## src/rtl/exception_sequencer.sv

```systemverilog
// Multicycle exception entry sequencer: saves PC-4 into EPC, fetches the handler
// vector byte, loads it into PC, then returns datapath ownership to the main FSM.
module exception_sequencer #(
    parameter int unsigned N_CAUSES    = 3,
    parameter int unsigned WAIT_CYCLES = 2,
    parameter int unsigned ADDR_W      = 32,
    parameter logic [31:0] VECTOR_BASE = 32'h000000FD,
    localparam int unsigned CAUSE_W    = (N_CAUSES > 1) ? $clog2(N_CAUSES) : 1
) (
    input  logic                Clock,
    input  logic                Reset,
    input  logic [N_CAUSES-1:0] Exception_Req,
    input  logic                AllowException,
    output logic                Busy,
    output logic                Done,
    output logic [CAUSE_W-1:0]  Cause,
    output logic [ADDR_W-1:0]   Vector_Addr,
    output logic                IorD_Vector,
    output logic                Mem_WR,
    output logic                ALU_SrcA,
    output logic [1:0]          ALU_SrcB,
    output logic [3:0]          ALU_Op,
    output logic                EPC_Write,
    output logic                PC_Src_Vector,
    output logic                PC_Write
);

    localparam int unsigned CNT_W = (WAIT_CYCLES > 1) ? $clog2(WAIT_CYCLES) : 1;

    typedef enum logic [2:0] {
        ST_IDLE,
        ST_SAVE_EPC,
        ST_MEM_WAIT,
        ST_LOAD_PC,
        ST_DONE
    } state_t;

    state_t              state_q, state_d;
    logic [CNT_W-1:0]    cnt_q, cnt_d;
    logic [N_CAUSES-1:0] pend_q, pend_d;
    logic [CAUSE_W-1:0]  cause_q, cause_d;
    logic [ADDR_W-1:0]   vaddr_q, vaddr_d;

    logic       busy_q, busy_d;
    logic       done_q, done_d;
    logic       iord_q, iord_d;
    logic [1:0] srcb_q, srcb_d;
    logic [3:0] aluop_q, aluop_d;
    logic       epcw_q, epcw_d;
    logic       pcsrc_q, pcsrc_d;
    logic       pcw_q, pcw_d;

    logic [N_CAUSES-1:0] eff;
    logic [CAUSE_W-1:0]  win_idx;
    logic                win_found;

    assign eff = Exception_Req | pend_q;

    // Fixed priority: lowest set index of the effective request vector.
    always_comb begin
        win_idx   = '0;
        win_found = 1'b0;
        for (int i = 0; i < int'(N_CAUSES); i++) begin
            if (eff[i] && !win_found) begin
                win_idx   = CAUSE_W'(i);
                win_found = 1'b1;
            end
        end
    end

    // Next-state, counter, pending and cause update.
    always_comb begin
        state_d = state_q;
        cnt_d   = cnt_q;
        pend_d  = pend_q | Exception_Req;
        cause_d = cause_q;
        unique case (state_q)
            ST_IDLE: begin
                if (AllowException && win_found) begin
                    cause_d = win_idx;
                    pend_d  = eff & ~(N_CAUSES'(1) << win_idx);
                    state_d = ST_SAVE_EPC;
                end
            end
            ST_SAVE_EPC: begin
                cnt_d   = CNT_W'(WAIT_CYCLES - 1);
                state_d = ST_MEM_WAIT;
            end
            ST_MEM_WAIT: begin
                if (cnt_q == '0) begin
                    state_d = ST_LOAD_PC;
                end else begin
                    cnt_d = cnt_q - CNT_W'(1);
                end
            end
            ST_LOAD_PC: state_d = ST_DONE;
            ST_DONE:    state_d = ST_IDLE;
            default:    state_d = ST_IDLE;
        endcase
    end

    // Moore decode of the upcoming state so the output flops track the state register.
    always_comb begin
        busy_d  = 1'b0;
        done_d  = 1'b0;
        iord_d  = 1'b0;
        srcb_d  = 2'b00;
        aluop_d = 4'b0000;
        epcw_d  = 1'b0;
        pcsrc_d = 1'b0;
        pcw_d   = 1'b0;
        vaddr_d = ADDR_W'(VECTOR_BASE) + ADDR_W'(cause_d);
        unique case (state_d)
            ST_SAVE_EPC: begin
                busy_d  = 1'b1;
                srcb_d  = 2'b01;
                aluop_d = 4'b0010;
                epcw_d  = 1'b1;
            end
            ST_MEM_WAIT: begin
                busy_d = 1'b1;
                iord_d = 1'b1;
            end
            ST_LOAD_PC: begin
                busy_d  = 1'b1;
                iord_d  = 1'b1;
                pcsrc_d = 1'b1;
                pcw_d   = 1'b1;
            end
            ST_DONE: begin
                busy_d = 1'b1;
                done_d = 1'b1;
            end
            default: ;
        endcase
    end

    always_ff @(posedge Clock) begin
        if (Reset) begin
            state_q <= ST_IDLE;
            cnt_q   <= '0;
            pend_q  <= '0;
            cause_q <= '0;
            vaddr_q <= '0;
            busy_q  <= 1'b0;
            done_q  <= 1'b0;
            iord_q  <= 1'b0;
            srcb_q  <= 2'b00;
            aluop_q <= 4'b0000;
            epcw_q  <= 1'b0;
            pcsrc_q <= 1'b0;
            pcw_q   <= 1'b0;
        end else begin
            state_q <= state_d;
            cnt_q   <= cnt_d;
            pend_q  <= pend_d;
            cause_q <= cause_d;
            vaddr_q <= vaddr_d;
            busy_q  <= busy_d;
            done_q  <= done_d;
            iord_q  <= iord_d;
            srcb_q  <= srcb_d;
            aluop_q <= aluop_d;
            epcw_q  <= epcw_d;
            pcsrc_q <= pcsrc_d;
            pcw_q   <= pcw_d;
        end
    end

    assign Busy          = busy_q;
    assign Done          = done_q;
    assign Cause         = cause_q;
    assign Vector_Addr   = vaddr_q;
    assign IorD_Vector   = iord_q;
    assign Mem_WR        = 1'b0;
    assign ALU_SrcA      = 1'b0;
    assign ALU_SrcB      = srcb_q;
    assign ALU_Op        = aluop_q;
    assign EPC_Write     = epcw_q;
    assign PC_Src_Vector = pcsrc_q;
    assign PC_Write      = pcw_q;

endmodule

```

## config.mk

```make
export PLATFORM = sky130hd
export DESIGN_NAME = exception_sequencer
export DESIGN_NICKNAME = d
export VERILOG_FILES = /design/src/rtl/exception_sequencer.sv
export SDC_FILE = /design/constraint.sdc
export NUM_CORES = 1
export LEC_CHECK = 0
export BUFFER_PORTS_ARGS = -buffer_cell sky130_fd_sc_hd__buf_2
export CAP_MARGIN = 5
export CORE_MARGIN = 5
export CORE_UTILIZATION = 40
export CTS_CLUSTER_DIAMETER = 120
export CTS_CLUSTER_SIZE = 24
export DETAILED_ROUTE_END_ITERATION = 7
export MAX_ROUTING_LAYER = met4
export PLACE_DENSITY_LB_ADDON = 0.1
export SETUP_SLACK_MARGIN = 0.02
export SLEW_MARGIN = 20
export SYNTH_ARGS = -nofsm -noshare
export SYNTH_HDL_FRONTEND = slang
export SYNTH_SLANG_ARGS = --single-unit
```

## constraint.sdc

```tcl
create_clock -name Clock -period 4.7 [get_ports Clock]
set_clock_uncertainty 0.05 [all_clocks]
set_input_delay 1.41 -clock Clock [delete_from_list [all_inputs] [get_ports Clock]]
set_output_delay 1.41 -clock Clock [all_outputs]
set_load 0.05 [all_outputs]
```

==> impl_metrics.csv, run 1 <==
group,metric,value,unit
timing,finalHoldViolCount,0,
setup_path,cp.arrival,2.65,ns
die,die_area,0.00338,mm2
yosys,ys_warn_count,0,
yosys,synth-seq-cells,18,
cts,clock_latency,0.29,ns
yosys,yosysSeqAreaShare,0.388,
route,avgViaCountPerCell,3.95,
route,wl,1400,um
timing,slew_violations,0,
run,max_cap_violations,0,
route,firstDrtPassIters,3,
route,ant_nets,0,
die,coreArea,0.00221,mm2
timing,period_share,0.536,
place,gp_congestion,0.778,
place,dp_hpwl,1120,um
cts,post_cts_resized,0,
die,die_x,58.2,um
cts,tritoncts,"yes",
setup_path,r2r-end,"Vector_Addr[1]$_SDFF_PP0_",
yosys,synth.distinct_cells,26,
route,drc_errors,0,
place,io_buffer_count,24,
yosys,synthesis.area,928,um2
grt,grt_pass1_vias,468,
setup_path,reg2reg_slack,2.90,ns
power,internal_power,0.253,mW
grt,grt_first_pass_wirelength,2020,um
yosys,syn_inst,103,
grt,antenna_found_initial,0,
setup_path,crit_fanout,4,
cts,root_buffer,"clkbuf_4",
setup_path,cpMaxStageDelayCell,"or4_1",
setup_path,crit_path_start,"Exception_Req[0]",
layout,drive_gt1_frac,0.288,
timing,period_needed,2.52,ns
layout,area_growth_syn_to_layout,-0.539,%
grt,grt_start_max_net_pins,12,
setup_path,worstPathCellList,"buf_2 -> or4_1 -> a21oi_1 -> ha_1 -> nor2b_1",
cts,cts.sinks,18,
layout,fin_nets,126,
timing,grt_setup_unrepaired,"false",
timing,setup_viol,0,
power,power_density,496,mW/mm2
hold_path,whs_endpoint,"pend_q[2]$_SDFF_PP0_",
hold_path,min_delay_path_depth,2,
setup_path,crit_family,"simple AND/OR/NAND/NOR gates",
hold_path,holdCritPathClass,"reg2reg",
timing,fmax,0.397,GHz
route,dr_total_vias,576,
cts,cts_hold_buf,0,
die,ioPinCount,54,
setup_path,reg2regPathDepth,5,
grt,track_usage,0.0838,
route,drtIter0Drc,7,
cts,cts_setup_buffers,0,
layout,num_antenna_cells,0,
timing,fin_tns_setup,0,ns
power,switching_share,0.447,
power,pwr-share-seq,0.407,
hold_path,hold_start,"pend_q[2]$_SDFF_PP0_",
setup_path,critPathLaunchType,"input pin",
grt,overflow,0,
power,p_sw,0.205,mW
setup_path,crit_buf_inv,1,
setup_path,path_class,"in2reg",
cts,cts_buffers,3,
power,pwr-share-comb,0.389,
die,core.rowCount,17,
die,start_util,0.420,
yosys,syn_area_per_cell,9.01,um2
setup_path,crit_path_end_kind,"flip-flop",
setup_path,critPathMaxStageDelay,0.59,ns
setup_path,rr_startpoint,"state_q[0]$_SDFF_PP0_",
cts,worst_setup_hold_path_clk_slew,0.10,ns
route,wl_per_cell,9.57,um
setup_path,cp.required,4.84,ns
die,die_y,58.2,um
cts,clockBufferDepth,2,
status,status,"completed",
cts,htreeDepth,1,
timing,holdWs,0.446,ns
power,clockPowerShare,0.204,
power,ir_drop,0.171,mV
power,p_leak,0.472,nW
-- metrics by stage --
| step | util | worst slack (ns) | instance area [um2] | std cells | power (mW) |
|---|---|---|---|---|---|
| floorplan | - | 2.03 | 1030 | 131 | 0.373 |
| global placement | 0.401 | 1.90 | 887 | 142 | 0.367 |
| detailed placement | 0.401 | 1.88 | 887 | 142 | 0.368 |
| CTS | 0.417 | 2.20 | 923 | 146 | 0.464 |
| global route | 0.417 | 2.13 | 923 | 146 | 0.483 |
| finish | 0.417 | 2.18 | 923 | 146 | 0.458 |
-- power groups by stage --
stage / clock, mW / combinational, mW / sequential, mW
global placement: 0 / 0.177 / 0.190
CTS: 0.0993 / 0.178 / 0.186
detailed placement: 0 / 0.178 / 0.190
finish: 0.0934 / 0.178 / 0.186
global route: 0.104 / 0.188 / 0.190
floorplan: 0 / 0.151 / 0.222
-- worst reg2reg max path, cell delays in order, from the launching register on --
cell     delay (ns)
dfxtp_1        0.42
or4b_4         0.57
o21ai_2        0.18
nand2_1        0.08
ha_1           0.28
nor2b_1        0.13
-- flip-flops by register name, summed over array words and instances (netlist names) --
| signal | cells |
|---|---|
| Busy | 1 |
| PC_Write | 1 |
| Done | 1 |
| pend_q | 3 |
| Vector_Addr | 4 |
| Cause | 2 |
| ALU_Op | 1 |
| state_q | 3 |
| cnt_q | 1 |
| IorD_Vector | 1 |
-- cells by family (layout without fill, tap and decap cells) --
group,after synthesis,after routing,share of synthesized area
buffers and inverters,42,29,0.329
and+or+nand+nor,28,28,0.182
DFF,18,18,0.388
AOI/OAI and AO/OA,12,12,0.0741
adders and majority gates,1,1,0.0135
other,1,29,0.00404
xor gates and xnor gates,1,1,0.00944
-- layout by cell type, fill, tap and decap left out, types with 2 or more instances in the layout --
cell	netlist	layout
dfxtp_1	18	18
or2_2	2	2
nor2_1	12	12
nand2_1	2	2
o21ai_0	2	2
nor2b_1	2	2
nor3_1	2	2
buf_2	1	24
clkbuf_4	0	3
a21oi_1	6	6
conb_1	1	29
a211oi_1	2	2
nor4_1	2	2
-- how the worst max path moves through the flow --
stage          cells past startpoint                   endpoint
3_3_place_gp                       5  Vector_Addr[1]$_SDFF_PP0_
5_1_grt                            5  Vector_Addr[1]$_SDFF_PP0_
6_report                           5  Vector_Addr[1]$_SDFF_PP0_
3_5_place_dp                       5  Vector_Addr[1]$_SDFF_PP0_
2_1_floorplan                      4  Vector_Addr[1]$_SDFF_PP0_
4_1_cts                            5  Vector_Addr[1]$_SDFF_PP0_
-- cells in the mapped netlist --
library cell / instances / share of area
a211oi_1: 2 / 0.016
a21oi_1: 6 / 0.032
and3b_1: 1 / 0.0094
buf_2: 1 / 0.0054
buf_4: 37 / 0.30
buf_6: 1 / 0.012
clkbuf_1: 2 / 0.0081
conb_1: 1 / 0.0040
dfxtp_1: 18 / 0.39
ha_1: 1 / 0.013
inv_1: 1 / 0.0040
nand2_1: 2 / 0.0081
nand3b_1: 1 / 0.0081
nor2_1: 12 / 0.049
nor2b_1: 2 / 0.013
nor3_1: 2 / 0.011
nor4_1: 2 / 0.013
nor4b_4: 1 / 0.026
o21ai_0: 2 / 0.011
o21ai_1: 1 / 0.0054
o21ai_2: 1 / 0.0094
or2_2: 2 / 0.013
or3_2: 1 / 0.0081
or4_1: 1 / 0.0081
or4b_4: 1 / 0.015
xnor2_1: 1 / 0.0094
-- layer usage --
layer	wire [um]	share of wire	global-route usage
met2	615	0.44	0.113
met4	25	0.018	0.0695
met5	0	0	-
met3	195	0.14	0.0267
met1	561	0.40	0.0997
-- final cells by class --
class | count | area, um2
Inverter | 1 | 3.75
Multi-Input combinational cell | 71 | 368
Clock buffer | 4 | 36.3
Tap cell | 28 | 35.0
Sequential cell | 18 | 360
Timing Repair Buffer | 24 | 120
Fill cell | 239 | 1290
No activity file was read; power rests on OpenSTA's default activity.
==> inputs of run 2 (changes only) <==
--- a/config.mk
+++ b/config.mk
@@ -8,7 +8,7 @@
 export BUFFER_PORTS_ARGS = -buffer_cell sky130_fd_sc_hd__buf_2
 export CAP_MARGIN = 5
 export CORE_MARGIN = 5
-export CORE_UTILIZATION = 40
+export CORE_UTILIZATION = 38
 export CTS_CLUSTER_DIAMETER = 120
 export CTS_CLUSTER_SIZE = 24
 export DETAILED_ROUTE_END_ITERATION = 7
==> constraint.sdc (replaced) <==
create_clock -name Clock -period 2.25 [get_ports Clock]
set_clock_uncertainty 0.05 [all_clocks]
set_input_delay 0.675 -clock Clock [delete_from_list [all_inputs] [get_ports Clock]]
set_output_delay 0.675 -clock Clock [all_outputs]
set_load 0.05 [all_outputs]
==> run 2 against run 1 <==
Against the previous run: clock power rose by 63%; power is 100% higher; sequential cell count is the same; setup slack worse by 1.7 ns; die area grew 4.4%; first-iteration DRC count unchanged; critical endpoint unchanged; largest power group unchanged; highest routed layer unchanged.
==> impl_metrics.csv, run 2 (synthesized netlist as in run 1, its figures left out) <==
group,metric,value,unit
timing,fin_tns_setup,0,ns
layout,final_common_cell,"conb_1",
power,p_leak,0.464,nW
layout,largest_reg_flops,4,
layout,drive_gt1_frac,0.282,
setup_path,cpMaxStageDelayCell,"or4b_4",
route,firstDrtPassIters,4,
layout,num_antenna_cells,0,
setup_path,cp.required,2.38,ns
die,core.rowCount,18,
cts,tritoncts,"yes",
route,wl,1480,um
cts,clock_latency,0.28,ns
die,coreArea,0.00241,mm2
setup_path,crit_buf_inv,0,
power,ir_drop,0.369,mV
setup_path,rr_startpoint,"state_q[0]$_SDFF_PP0_",
place,dp_hpwl,1140,um
cts,cts.sinks,18,
grt,overflow,0,
timing,setup_viol,0,
grt,track_usage,0.0807,
setup_path,critPathMaxStageDelay,0.57,ns
cts,clockBufferDepth,2,
timing,fmax,0.555,GHz
grt,antenna_found_initial,0,
hold_path,min_delay_path_depth,2,
power,p_total,0.915,mW
layout,final_cell_mix,"conb_1 (29), buf_2 (24), dfxtp_1 (18)",
power,power_density,1000,mW/mm2
setup_path,crit_family,"simple AND/OR/NAND/NOR gates",
timing,finalHoldViolCount,0,
cts,cts_hold_buf,0,
route,wl_per_cell,10.0,um
route,drc_errors,0,
setup_path,crit_fanout,8,
cts,post_cts_resized,0,
place,io_buffer_count,24,
run,max_cap_violations,0,
route,ant_nets,0,
setup_path,crit_path_end_kind,"flip-flop",
setup_path,path_class,"reg2reg",
grt,met3_usage,0.0196,
setup_path,critPathLaunchType,"flip-flop",
timing,grt_setup_unrepaired,"false",
setup_path,worstPathCellList,"or4b_4 -> o21ai_2 -> nand2_1 -> ha_1 -> nor2b_1",
grt,met2_usage,0.0998,
cts,worst_setup_hold_path_clk_slew,0.10,ns
route,drtIter0Drc,7,
cts,root_buffer,"clkbuf_4",
die,die_area,0.00353,mm2
layout,area_growth_syn_to_layout,-1.75,%
grt,grt_pass1_vias,444,
timing,period_needed,1.80,ns
grt,grt_start_max_net_pins,12,
grt,use_met1,0.107,
die,die_y,59.4,um
route,avgViaCountPerCell,4.07,
die,die_x,59.4,um
die,ioPinCount,54,
cts,cts_setup_buffers,0,
setup_path,reg2reg_slack,0.45,ns
grt,grt_first_pass_wirelength,2010,um
route,dr_total_vias,599,
layout,fin_nets,126,
timing,period_share,0.802,
setup_path,r2r-end,"Vector_Addr[1]$_SDFF_PP0_",
die,start_util,0.385,
timing,slew_violations,0,
setup_path,reg2regPathDepth,5,
hold_path,hold_start,"pend_q[2]$_SDFF_PP0_",
grt,grt_busiest_layer,"met1",
status,status,"completed",
hold_path,whs_endpoint,"pend_q[2]$_SDFF_PP0_",
cts,cts_buffers,3,
place,gp_congestion,0.699,
cts,htreeDepth,1,
setup_path,cp.arrival,1.93,ns
hold_path,holdCritPathClass,"reg2reg",
## run 2: worst max-delay path by stage
stage                                     start                        end  slack (ns)  cells after the start
after floorplan                Exception_Req[0]  Vector_Addr[1]$_SDFF_PP0_        0.32                      4
after global placement           AllowException  Vector_Addr[1]$_SDFF_PP0_        0.18                      6
after detailed placement       Exception_Req[0]  Vector_Addr[1]$_SDFF_PP0_        0.17                      5
after CTS                 state_q[0]$_SDFF_PP0_  Vector_Addr[1]$_SDFF_PP0_        0.45                      5
after global routing      state_q[0]$_SDFF_PP0_  Vector_Addr[1]$_SDFF_PP0_        0.38                      5
final                     state_q[0]$_SDFF_PP0_  Vector_Addr[1]$_SDFF_PP0_        0.45                      5
## run 2: cell type report
cell class | count | area [um2]
well taps | 30 | 37.5
fillers | 251 | 1500
clock buffers | 3 | 22.5
flip-flops and latches | 18 | 360
inverters | 1 | 3.75
repair buffers | 24 | 120
multi-input cells | 71 | 368
## run 2: metrics by stage
stage	hold WS (ns)	area (um2)	std cells	util	worst slack [ns]
after global routing	0.487	912	147	0.379	0.384
after detailed placement	0.437	890	144	0.369	0.169
after global placement	0.425	890	144	0.369	0.180
after floorplan	0.410	1030	131	-	0.318
after CTS	0.452	912	147	0.379	0.453
final	0.449	912	147	0.379	0.447
## run 2: metal layers
layer	part of all wire	routed length [um]	up-vias
li1	-	-	301
met1	0.42	623	255
met2	0.41	608	41
met3	0.15	219	2
met4	0.016	24	0
met5	0	0	-
## run 2: worst register-to-register path: cells and delay by family (launching register included)
family	cells	cell delay, ns
AND/OR/NAND/NOR	3	0.77
flip-flops	1	0.42
AO/OA/AOI/OAI	1	0.18
adder cells (fa/ha/maj)	1	0.28
## run 2: power by group
| part | internal, mW | total, mW | switching [mW] |
|---|---|---|---|
| logic | 0.0719 | 0.371 | 0.299 |
| clock network | 0.0620 | 0.152 | 0.0898 |
| registers | 0.358 | 0.392 | 0.0340 |
| total | 0.492 | 0.915 | 0.423 |
==> inputs of run 3 (changes only) <==
--- a/config.mk
+++ b/config.mk
@@ -5,10 +5,11 @@
 export SDC_FILE = /design/constraint.sdc
 export NUM_CORES = 1
 export LEC_CHECK = 0
+export ABC_AREA = 1
 export BUFFER_PORTS_ARGS = -buffer_cell sky130_fd_sc_hd__buf_2
 export CAP_MARGIN = 5
 export CORE_MARGIN = 5
-export CORE_UTILIZATION = 38
+export CORE_UTILIZATION = 39
 export CTS_CLUSTER_DIAMETER = 120
 export CTS_CLUSTER_SIZE = 24
 export DETAILED_ROUTE_END_ITERATION = 7
==> constraint.sdc (replaced) <==
create_clock -name Clock -period 1.5 [get_ports Clock]
set_clock_uncertainty 0.05 [all_clocks]
set_input_delay 0.45 -clock Clock [delete_from_list [all_inputs] [get_ports Clock]]
set_output_delay 0.45 -clock Clock [all_outputs]
set_load 0.05 [all_outputs]
==> run 3 against run 2 <==
Against the previous run: sequential share of layout area fell by 3.8 points; routed wire length fell by 6.4%; worst hold slack got worse by 0.032 ns; largest power group unchanged.
==> impl_metrics.csv, run 3 <==
group,metric,value,unit
status,status,"completed",
route,dr_total_vias,605,
die,core.rowCount,18,
die,start_util,0.395,
power,pwr-share-comb,0.379,
cts,worst_setup_hold_path_clk_slew,0.09,ns
cts,htreeDepth,1,
place,io_buffer_count,24,
route,met1_length,596,um
yosys,synthesis.area,952,um2
yosys,syn_area_per_cell,8.74,um2
cts,clock_latency,0.28,ns
die,die_x,59.4,um
power,p_total,1.23,mW
timing,period_share,0.945,
cts,cts.sinks,18,
grt,grt_first_pass_wirelength,1970,um
setup_path,cpMaxStageDelayCell,"dfxtp_1",
layout,area_growth_syn_to_layout,6.44,%
yosys,synth_edf_count,0,
route,avgViaCountPerCell,3.76,
yosys,syn_inst,109,
power,p_leak,0.538,nW
setup_path,cp.arrival,0.92,ns
setup_path,crit_path_end_kind,"primary output",
yosys,synth.distinct_cells,21,
yosys,synth_top_cell_area_share,0.378,
grt,overflow,0,
yosys,synth_largest_area_cell,"dfxtp_1",
place,dp_hpwl,1140,um
timing,fmax,0.706,GHz
power,internal_power,0.699,mW
place,placed_cells,158,
setup_path,cp.required,1.00,ns
power,power_density,1210,mW/mm2
cts,cts_buffers,3,
timing,slew_violations,0,
timing,setup_viol,0,
power,p_sw,0.530,mW
cts,clockBufferDepth,2,
cts,tritoncts,"yes",
layout,final_cell_mix,"conb_1 (29), dfxtp_1 (17), buf_2 (17)",
yosys,yosysMostFrequentCell,"buf_4",
layout,final_util,0.421,
layout,largest_reg_flops,4,
route,met2_length,551,um
yosys,synth-main-ff-cell,"dfxtp_1",
hold_path,holdCritPathClass,"reg2reg",
route,wl_per_cell,8.58,um
yosys,ys_top_cells_by_count,"buf_4 (37), dfxtp_1 (18), nor2_1 (11)",
setup_path,crit_buf_inv,1,
yosys,async_reset_ff_frac,0,
yosys,synth_top_cells_by_area,"dfxtp_1 (38%), buf_4 (29%), nor2_1 (4.3%)",
yosys,synth-seq-cells,18,
route,met3_length,199,um
grt,antenna_found_initial,0,
timing,grt_setup_unrepaired,"false",
route,ant_nets,0,
route,top_layer,"met4",
route,firstDrtPassIters,4,
cts,root_buffer,"clkbuf_4",
die,die_area,0.00353,mm2
power,pwr-share-seq,0.438,
setup_path,path_class,"reg2out",
power,ir_drop,0.497,mV
grt,grt_start_max_net_pins,19,
layout,num_antenna_cells,0,
setup_path,critPathMaxStageDelay,0.38,ns
setup_path,critPathLaunchType,"flip-flop",
grt,track_usage,0.0784,
place,gp_congestion,0.711,
setup_path,crit_fanout,2,
grt,grt_pass1_vias,469,
route,drc_errors,0,
power,switching_share,0.431,
setup_path,crit_family,"flip-flops",
layout,final_common_cell,"conb_1",
die,die_y,59.4,um
timing,period_needed,1.42,ns
timing,finalHoldViolCount,0,
die,ioPinCount,54,
place,preCtsSetupSlack,-0.107,ns
timing,final.setup.worst_slack,0.0829,ns
layout,fin_nets,140,
die,coreArea,0.00241,mm2
yosys,yosysSeqAreaShare,0.378,
run,max_cap_violations,0,
route,drtIter0Drc,11,
route,wl,1380,um
layout,final_cell_count_no_fill,161,
power,clockPowerShare,0.183,
setup_path,worstPathCellList,"clkbuf_4",
yosys,ys_warn_count,0,
layout,drive_gt1_frac,0.389,
## run 3: cell count changes in the layout (fill, tap and decap cells not counted), sizes merged, moves of 4 or more
| cell | delta |
|---|---|
| nand2 | +8 |
| o21ai | -4 |
| nor2 | +4 |
| nand3 | +5 |
| buf | +5 |
| inv | +9 |
## run 3: logic make-up after synthesis
logic type	Yosys count	share of synthesized area
buffers and inverters	49	0.342
AND/OR/NAND/NOR	35	0.227
flip-flops	18	0.378
AO/OA/AOI/OAI	5	0.0355
adder cells (fa/ha/maj)	1	0.0131
other	1	0.00394
## run 3: layout make-up
class | instances | area, um2
Clock buffer | 3 | 22.5
Fill cell | 257 | 1400
Inverter | 10 | 37.5
Multi-Input combinational cell | 70 | 372
Sequential cell | 18 | 362
Tap cell | 30 | 37.5
Timing Repair Buffer | 30 | 183
## run 3: metal layers
layer,vias to the layer above,global-route usage
li1,313,-
met1,253,0.0976
met2,37,0.108
met3,2,0.0131
met4,0,0.0680
met5,-,-
## run 3: what timing repair did
action | in CTS | in global routing
setup buffers | 0 | 0
gates resized for setup | 0 | 14
endpoints found under the setup margin | 0 | 7
hold endpoints to repair | 0 | 0
hold buffers | 0 | 0
## run 3: through the flow
stage / TNS (ns) / area, um2 / hold WS (ns)
floorplan: 0 / 1060 / 0.386
global placement: -0.0872 / 972 / 0.399
detailed placement: -0.113 / 972 / 0.404
CTS: 0 / 995 / 0.418
global route: 0 / 1010 / 0.447
finish: 0 / 1010 / 0.417
## run 3: path summary, 6_finish.rpt
| check | startpoint | to | slack (ns) | depth (start not counted) |
|---|---|---|---|---|
| worst max register to register | state_q[2]$_SDFF_PP0_ | Vector_Addr[1]$_SDFF_PP0_ | 0.14 | 9 |
| worst min-delay path | cnt_q$_SDFFE_PP0P_ | cnt_q$_SDFFE_PP0P_ | 0.42 | 2 |
| worst max-delay path | Cause[0]$_SDFF_PP0_ | Cause[0] | 0.08 | 1 |
| worst min register to register | cnt_q$_SDFFE_PP0P_ | cnt_q$_SDFFE_PP0P_ | 0.42 | 2 |
## run 3: power groups by stage
stage,Clock [mW],Combinational [mW],Sequential (mW)
final,0.225,0.466,0.538
after global routing,0.257,0.495,0.543
after CTS,0.241,0.462,0.538
after detailed placement,0,0.462,0.549
after global placement,0,0.461,0.548
after floorplan,0,0.392,0.624
